### src/rtl/prog_loader_xlen.sv
// -----------------------------------------------------------------------------
// prog_loader_xlen
//
// Writes a short RISC-V test program into instruction memory while the core is
// held in reset. The program loads two operands into registers RS1/RS2 (one
// ADDI when the value fits a 12-bit signed immediate, otherwise LUI+ADDI),
// issues one R-type ALU instruction into RD, and finishes with a JAL x0,0 halt
// loop. Each word is held on the write port until the memory accepts it.
//
// Ports
//   clk         rising-edge clock
//   rst         synchronous, active-high reset (aborts a load in progress)
//   start       one-cycle load request, sampled only while idle
//   op1, op2    operands, DATA_W bits, zero-extended to 32 bits
//   alu_op      0 ADD,1 SUB,2 AND,3 OR,4 XOR,5 SLT,6 SLTU,7 SLL,8 SRL,9 SRA
//   imem_ready  memory accepts the presented word this cycle
//   imem_we     write request
//   imem_addr   byte address of the presented word
//   imem_wdata  presented instruction word
//   busy        a load is in progress
//   done        last load completed; held until the next accepted start
//   err         last load used an unsupported alu_op; held likewise
//   prog_len    words accepted so far in the last/current load
// -----------------------------------------------------------------------------
module prog_loader_xlen #(
  parameter int          DATA_W    = 8,
  parameter logic [31:0] BASE_ADDR = 32'h0,
  parameter int          RS1       = 9,
  parameter int          RS2       = 10,
  parameter int          RD        = 11
) (
  input  logic              clk,
  input  logic              rst,
  input  logic              start,
  input  logic [DATA_W-1:0] op1,
  input  logic [DATA_W-1:0] op2,
  input  logic [3:0]        alu_op,
  input  logic              imem_ready,
  output logic              imem_we,
  output logic [31:0]       imem_addr,
  output logic [31:0]       imem_wdata,
  output logic              busy,
  output logic              done,
  output logic              err,
  output logic [2:0]        prog_len
);

  localparam logic [4:0]  R1     = RS1[4:0];
  localparam logic [4:0]  R2     = RS2[4:0];
  localparam logic [4:0]  RDST   = RD[4:0];
  localparam logic [6:0]  OPC_IMM = 7'b0010011;
  localparam logic [6:0]  OPC_LUI = 7'b0110111;
  localparam logic [6:0]  OPC_REG = 7'b0110011;
  localparam logic [31:0] NOP_WORD  = 32'h0000_0013;
  localparam logic [31:0] HALT_WORD = 32'h0000_006F;

  typedef enum logic [2:0] {
    IDLE,
    OP1_HI,
    OP1_LO,
    OP2_HI,
    OP2_LO,
    ALU,
    HALT
  } state_t;

  // ---------------------------------------------------------------------------
  // Instruction encoders
  // ---------------------------------------------------------------------------

  // A value is reachable by a single ADDI from x0 when its upper 21 bits are a
  // sign extension of bit 11.
  function automatic logic fits_imm12(input logic [31:0] v);
    return (v[31:11] == '0) || (v[31:11] == '1);
  endfunction

  // The +0x800 pre-rounds the upper part so the following sign-extended ADDI
  // lands on the exact value.
  function automatic logic [31:0] lui_word(input logic [31:0] v,
                                           input logic [4:0]  r);
    logic [31:0] rounded;
    rounded = v + 32'h0000_0800;
    return {rounded[31:12], r, OPC_LUI};
  endfunction

  // Second half of a pair adds into the same register; a lone ADDI uses x0.
  function automatic logic [31:0] addi_word(input logic [31:0] v,
                                            input logic [4:0]  r,
                                            input logic        pair);
    logic [4:0] src;
    src = pair ? r : 5'd0;
    return {v[11:0], src, 3'b000, r, OPC_IMM};
  endfunction

  // Returns {unsupported, word}.
  function automatic logic [32:0] alu_word(input logic [3:0] op);
    logic [6:0] funct7;
    logic [2:0] funct3;
    logic       bad;
    funct7 = 7'h00;
    funct3 = 3'b000;
    bad    = 1'b0;
    case (op)
      4'd0:    begin funct7 = 7'h00; funct3 = 3'b000; end
      4'd1:    begin funct7 = 7'h20; funct3 = 3'b000; end
      4'd2:    begin funct7 = 7'h00; funct3 = 3'b111; end
      4'd3:    begin funct7 = 7'h00; funct3 = 3'b110; end
      4'd4:    begin funct7 = 7'h00; funct3 = 3'b100; end
      4'd5:    begin funct7 = 7'h00; funct3 = 3'b010; end
      4'd6:    begin funct7 = 7'h00; funct3 = 3'b011; end
      4'd7:    begin funct7 = 7'h00; funct3 = 3'b001; end
      4'd8:    begin funct7 = 7'h00; funct3 = 3'b101; end
      4'd9:    begin funct7 = 7'h20; funct3 = 3'b101; end
      default: bad = 1'b1;
    endcase
    if (bad) begin
      return {1'b1, NOP_WORD};
    end
    return {1'b0, funct7, R2, R1, funct3, RDST, OPC_REG};
  endfunction

  // ---------------------------------------------------------------------------
  // State and datapath registers
  // ---------------------------------------------------------------------------
  state_t      state_q, state_d;
  logic [31:0] v1_q, v2_q;
  logic [3:0]  alu_op_q;
  logic [31:0] addr_q;
  logic        busy_q, done_q, err_q;
  logic [2:0]  len_q;

  logic [31:0] op1_ext, op2_ext;
  logic        we;
  logic [31:0] wdata;
  logic        alu_bad;
  logic        accept;
  logic        take_start;

  always_comb begin
    op1_ext             = '0;
    op2_ext             = '0;
    op1_ext[DATA_W-1:0] = op1;
    op2_ext[DATA_W-1:0] = op2;
  end

  assign take_start = (state_q == IDLE) && start;
  assign accept     = we && imem_ready;

  // ---------------------------------------------------------------------------
  // Next-state and write-port decode
  // ---------------------------------------------------------------------------
  // NOTE: every signal written here gets a default first so no path leaves it
  // unassigned, which would otherwise infer a latch.
  always_comb begin
    state_d = state_q;
    we      = 1'b0;
    wdata   = '0;
    alu_bad = 1'b0;

    case (state_q)
      IDLE: begin
        if (start) begin
          state_d = fits_imm12(op1_ext) ? OP1_LO : OP1_HI;
        end
      end

      OP1_HI: begin
        we    = 1'b1;
        wdata = lui_word(v1_q, R1);
        if (imem_ready) state_d = OP1_LO;
      end

      OP1_LO: begin
        we    = 1'b1;
        wdata = addi_word(v1_q, R1, !fits_imm12(v1_q));
        if (imem_ready) state_d = fits_imm12(v2_q) ? OP2_LO : OP2_HI;
      end

      OP2_HI: begin
        we    = 1'b1;
        wdata = lui_word(v2_q, R2);
        if (imem_ready) state_d = OP2_LO;
      end

      OP2_LO: begin
        we    = 1'b1;
        wdata = addi_word(v2_q, R2, !fits_imm12(v2_q));
        if (imem_ready) state_d = ALU;
      end

      ALU: begin
        we               = 1'b1;
        {alu_bad, wdata} = alu_word(alu_op_q);
        if (imem_ready) state_d = HALT;
      end

      HALT: begin
        we    = 1'b1;
        wdata = HALT_WORD;
        if (imem_ready) state_d = IDLE;
      end

      default: state_d = IDLE;
    endcase
  end

  // ---------------------------------------------------------------------------
  // Sequential state
  // ---------------------------------------------------------------------------
  // NOTE: non-blocking assignments so every register samples pre-edge values
  // regardless of statement order.
  always_ff @(posedge clk) begin
    if (rst) begin
      state_q  <= IDLE;
      v1_q     <= '0;
      v2_q     <= '0;
      alu_op_q <= '0;
      addr_q   <= BASE_ADDR;
      busy_q   <= 1'b0;
      done_q   <= 1'b0;
      err_q    <= 1'b0;
      len_q    <= '0;
    end else begin
      state_q <= state_d;

      if (take_start) begin
        v1_q     <= op1_ext;
        v2_q     <= op2_ext;
        alu_op_q <= alu_op;
        addr_q   <= BASE_ADDR;
        busy_q   <= 1'b1;
        done_q   <= 1'b0;
        err_q    <= 1'b0;
        len_q    <= '0;
      end

      // Accept only happens outside IDLE, so it never collides with a start.
      if (accept) begin
        addr_q <= addr_q + 32'd4;
        len_q  <= len_q + 3'd1;
        if (alu_bad) err_q <= 1'b1;
        if (state_q == HALT) begin
          busy_q <= 1'b0;
          done_q <= 1'b1;
        end
      end
    end
  end

  assign imem_we    = we;
  assign imem_addr  = addr_q;
  assign imem_wdata = wdata;
  assign busy       = busy_q;
  assign done       = done_q;
  assign err        = err_q;
  assign prog_len   = len_q;

endmodule
### config.mk
export PLATFORM = sky130hd
export DESIGN_NAME = prog_loader_xlen
export DESIGN_NICKNAME = d
export VERILOG_FILES = /design/src/rtl/prog_loader_xlen.sv
export SDC_FILE = /design/constraint.sdc
export NUM_CORES = 1
export LEC_CHECK = 0
export CELL_PAD_IN_SITES_DETAIL_PLACEMENT = 1
export CELL_PAD_IN_SITES_GLOBAL_PLACEMENT = 1
export CORE_MARGIN = 4
export CORE_UTILIZATION = 33
export CTS_CLUSTER_DIAMETER = 50
export CTS_CLUSTER_SIZE = 24
export DETAILED_ROUTE_END_ITERATION = 8
export PLACE_DENSITY = 0.81
export SLEW_MARGIN = 20
export SYNTH_ARGS = -nofsm -noshare
export SYNTH_HDL_FRONTEND = slang
export SYNTH_SLANG_ARGS = --single-unit
### constraint.sdc
create_clock -name clk -period 2.9 [get_ports clk]
set_clock_uncertainty 0.1 [all_clocks]
set_input_delay 0.58 -clock clk [delete_from_list [all_inputs] [get_ports clk]]
set_output_delay 0.58 -clock clk [all_outputs]
set_load 0.03 [all_outputs]
==> flow_summary.yaml <==
sta:
  rsz0062_at_grt: "false"
  finalCriticalPeriod_ns: 2.718
  hold_violations: 0
  report.final.slew_viol_count: 0
  slew_headroom_pct: 63.07
  timing.hold.ws_ns: 0.3565
  max_freq_mhz: 367.9
  tns_ns: 0
  final-setup-viol-count: 0
  tightest_slew_ns: 0.5499
  post-route-period-util_pct: 93.73
setup_path:
  startpoint: "alu_op_q[1]"
  worst_ep_required_time_ns: 2.22
  worstPathArrival_ns: 2.04
  end_kind: "output pin"
  worstSetupPathType: "flop to output pin"
  startpoint_type: "flop"
  worstPathMaxFanout: 6
  reg2reg_from: "imem_addr[10]"
placed_design:
  numPortBuffers: 84
  gp_congestion: 0.8212
  dp_hpwl_um: 6592
synth:
  netlist_top_cells_area: "dfxtp_1, nand2_1, a21oi_1"
  synth_seq_cells: 59
  synth_top_family_by_area: "simple AND/OR/NAND/NOR gates"
  synth_largest_area_cell: "dfxtp_1"
  yosys.area.top_type_share_pct: 39.12
  synth_warnings: 0
  synth_edf_count: 0
  syn_inst: 382
  synthArstFlopShare_pct: 0
  ys_seq_area_share_pct: 39.12
  synth_common_cells: "nand2_1, dfxtp_1, nor2_1"
  avgSynthCellArea_um2: 7.904
  muxShareOfSynthArea_pct: 1.823
  synth-xor-area-share_pct: 3.481
  synth_ff_type: "dfxtp_1"
  synth_compound_area_share_pct: 17.03
  synth_fa_ha_area_share_pct: 1.658
  synth_most_common_cell: "nand2_1"
  synthSimpleGateAreaFrac_pct: 29.71
  yosysUniqueCellTypes: 56
  netlist_area_mm2: 0.003019
hold_path:
  hp-class: "flop to flop"
  hold_start: "v1_q[4]"
final_layout:
  fillCellCount: 1084
  layout.nets: 493
  drive_above_1_share_pct: 13.62
  utilization_pct: 46.45
  diodes: 0
  area_delta_synth_final_pct: 35.47
floorplanning:
  fp-row-count: 34
  design.core.area_mm2: 0.008806
  die_h_um: 103.7
  die_width_um: 103.7
  die_area_mm2: 0.01074
  start_util_pct: 34.29
  top_level_ports: 95
clock_tree:
  cts-root-buf: "clkbuf_8"
  cts.sinks: 59
  htreeDepth: 3
  clk_latency_ns: 0.32
  cts_tree: "yes"
  clkTransAtPathRegs_ns: 0.06
  numCtsBuffers: 9
  cts_hold_buf: 0
  cts_buffer_depth: 2
routing:
  wl_per_cell_um: 15.39
  detail-route-antenna-nets: 0
  drtPass1Iterations: 6
  vias: 3000
  drt_iter0_drc: 111
  vias_per_cell: 5.190
  drc: 0
  detail_route.wirelength_um: 8894
pwr:
  powerDensity_mw_per_mm2: 533.2
  p_leak_nw: 1.550
  irDropWorstVdd_uv: 256.5
grt:
  grtUsageTotal_pct: 16.33
  antenna_found_initial: 0
  grt_pass1_vias: 3033
  grt_pass1_wl_um: 14810
  overflow: 0
  grt_max_degree: 28
run_status:
  status: "completed"
job:
  drv_cap: 0
==> worst paths after layout <==
check             endpoint  slack [ns]  cells after the start
max reg2reg  imem_addr[31]        0.67                      5
max          imem_wdata[8]        0.18                      6
min reg2reg        v1_q[4]        0.36                      2
min                v1_q[4]        0.36                      2
==> through the flow <==
step	cell area [um2]	cells	setup slack, ns	power [mW]
after global routing	4090	578	0.01616	2.314
after floorplan	3058	391	0.04581	1.322
after CTS	4088	578	0.1290	2.212
after detailed placement	3908	562	0.3466	1.539
final	4090	578	0.1818	2.181
after global placement	3908	562	0.4017	1.524
==> kinds of logic (layout without fill, tap and decap cells) <==
group / after synthesis / after routing
and+or+nand+nor: 175 / 175
AOI/OAI and AO/OA: 83 / 83
DFF: 59 / 59
buffers and inverters: 43 / 122
xor gates and xnor gates: 12 / 12
muxes: 5 / 5
adders and majority gates: 4 / 4
other: 1 / 10
==> area by class of cell <==
| class | instances | area, um2 | share of cell area (%) |
|---|---|---|---|
| inverter | 9 | 33.78 | 0.8259 |
| sequential | 59 | 1182 | 28.91 |
| timing repair buffer | 97 | 895.9 | 21.90 |
| clock buffer | 11 | 151.4 | 3.701 |
| tap | 108 | 135.1 | 3.304 |
| clock inverter | 5 | 27.53 | 0.6730 |
| multi-input combinational | 289 | 1664 | 40.69 |
==> repair_timing <==
action	CTS	global route
setup endpoints to repair	3	1
gates resized for setup	1	1
hold endpoints to repair	0	0
buffers inserted	0	0
==> flip-flops by register name, indices dropped and copies added, names as in the netlist <==
register / count
alu_op_q: 4
busy: 1
done: 1
err: 1
imem_addr: 30
prog_len: 3
state_q: 3
v1_q: 8
v2_q: 8
==> worst max-delay path, stage by stage, from the launching register on <==
cell             delay, ns
dfxtp_1               0.36
nor2_1                0.21
nor2b_1               0.12
nand2_1               0.08
nand2_1               0.07
o21ai_0               0.17
clkdlybuf4s50_1       0.69
==> per-layer routing <==
metal  global-route usage, %  routed length, um
met5                       0                  0
met4                   5.888                140
met3                   2.985                278
met2                   27.90               4319
met1                   20.59               4156
==> cell usage in the layout (no fill, tap or decap), types with 3 or more instances in the layout <==
cell             count
a22oi_1              9
nand2_1             62
dfxtp_1             58
or3_1                7
nor2_1              47
nand3_1             11
ha_1                 4
nand4_1              8
clkinv_2             4
clkbuf_8            11
clkdlybuf4s50_1     66
conb_1              10
nor3_2               3
xor2_1               9
and4_1               4
a21oi_1             41
o21ai_0              7
nor2b_1              3
nand2b_1             3
nand4b_1             3
xnor2_1              3
and3_1               4
o211ai_1             9
nor3_1               4
buf_4               29
mux2_2               3
inv_1                8
==> power by group <==
group          internal [mW]  leakage [nW]  total (mW)  switching, mW
Combinational          0.232         0.975       0.625          0.393
Clock                  0.350        0.0949       0.665          0.315
Sequential             0.855         0.480       0.891         0.0354
(Power assumes the default switching activity.)
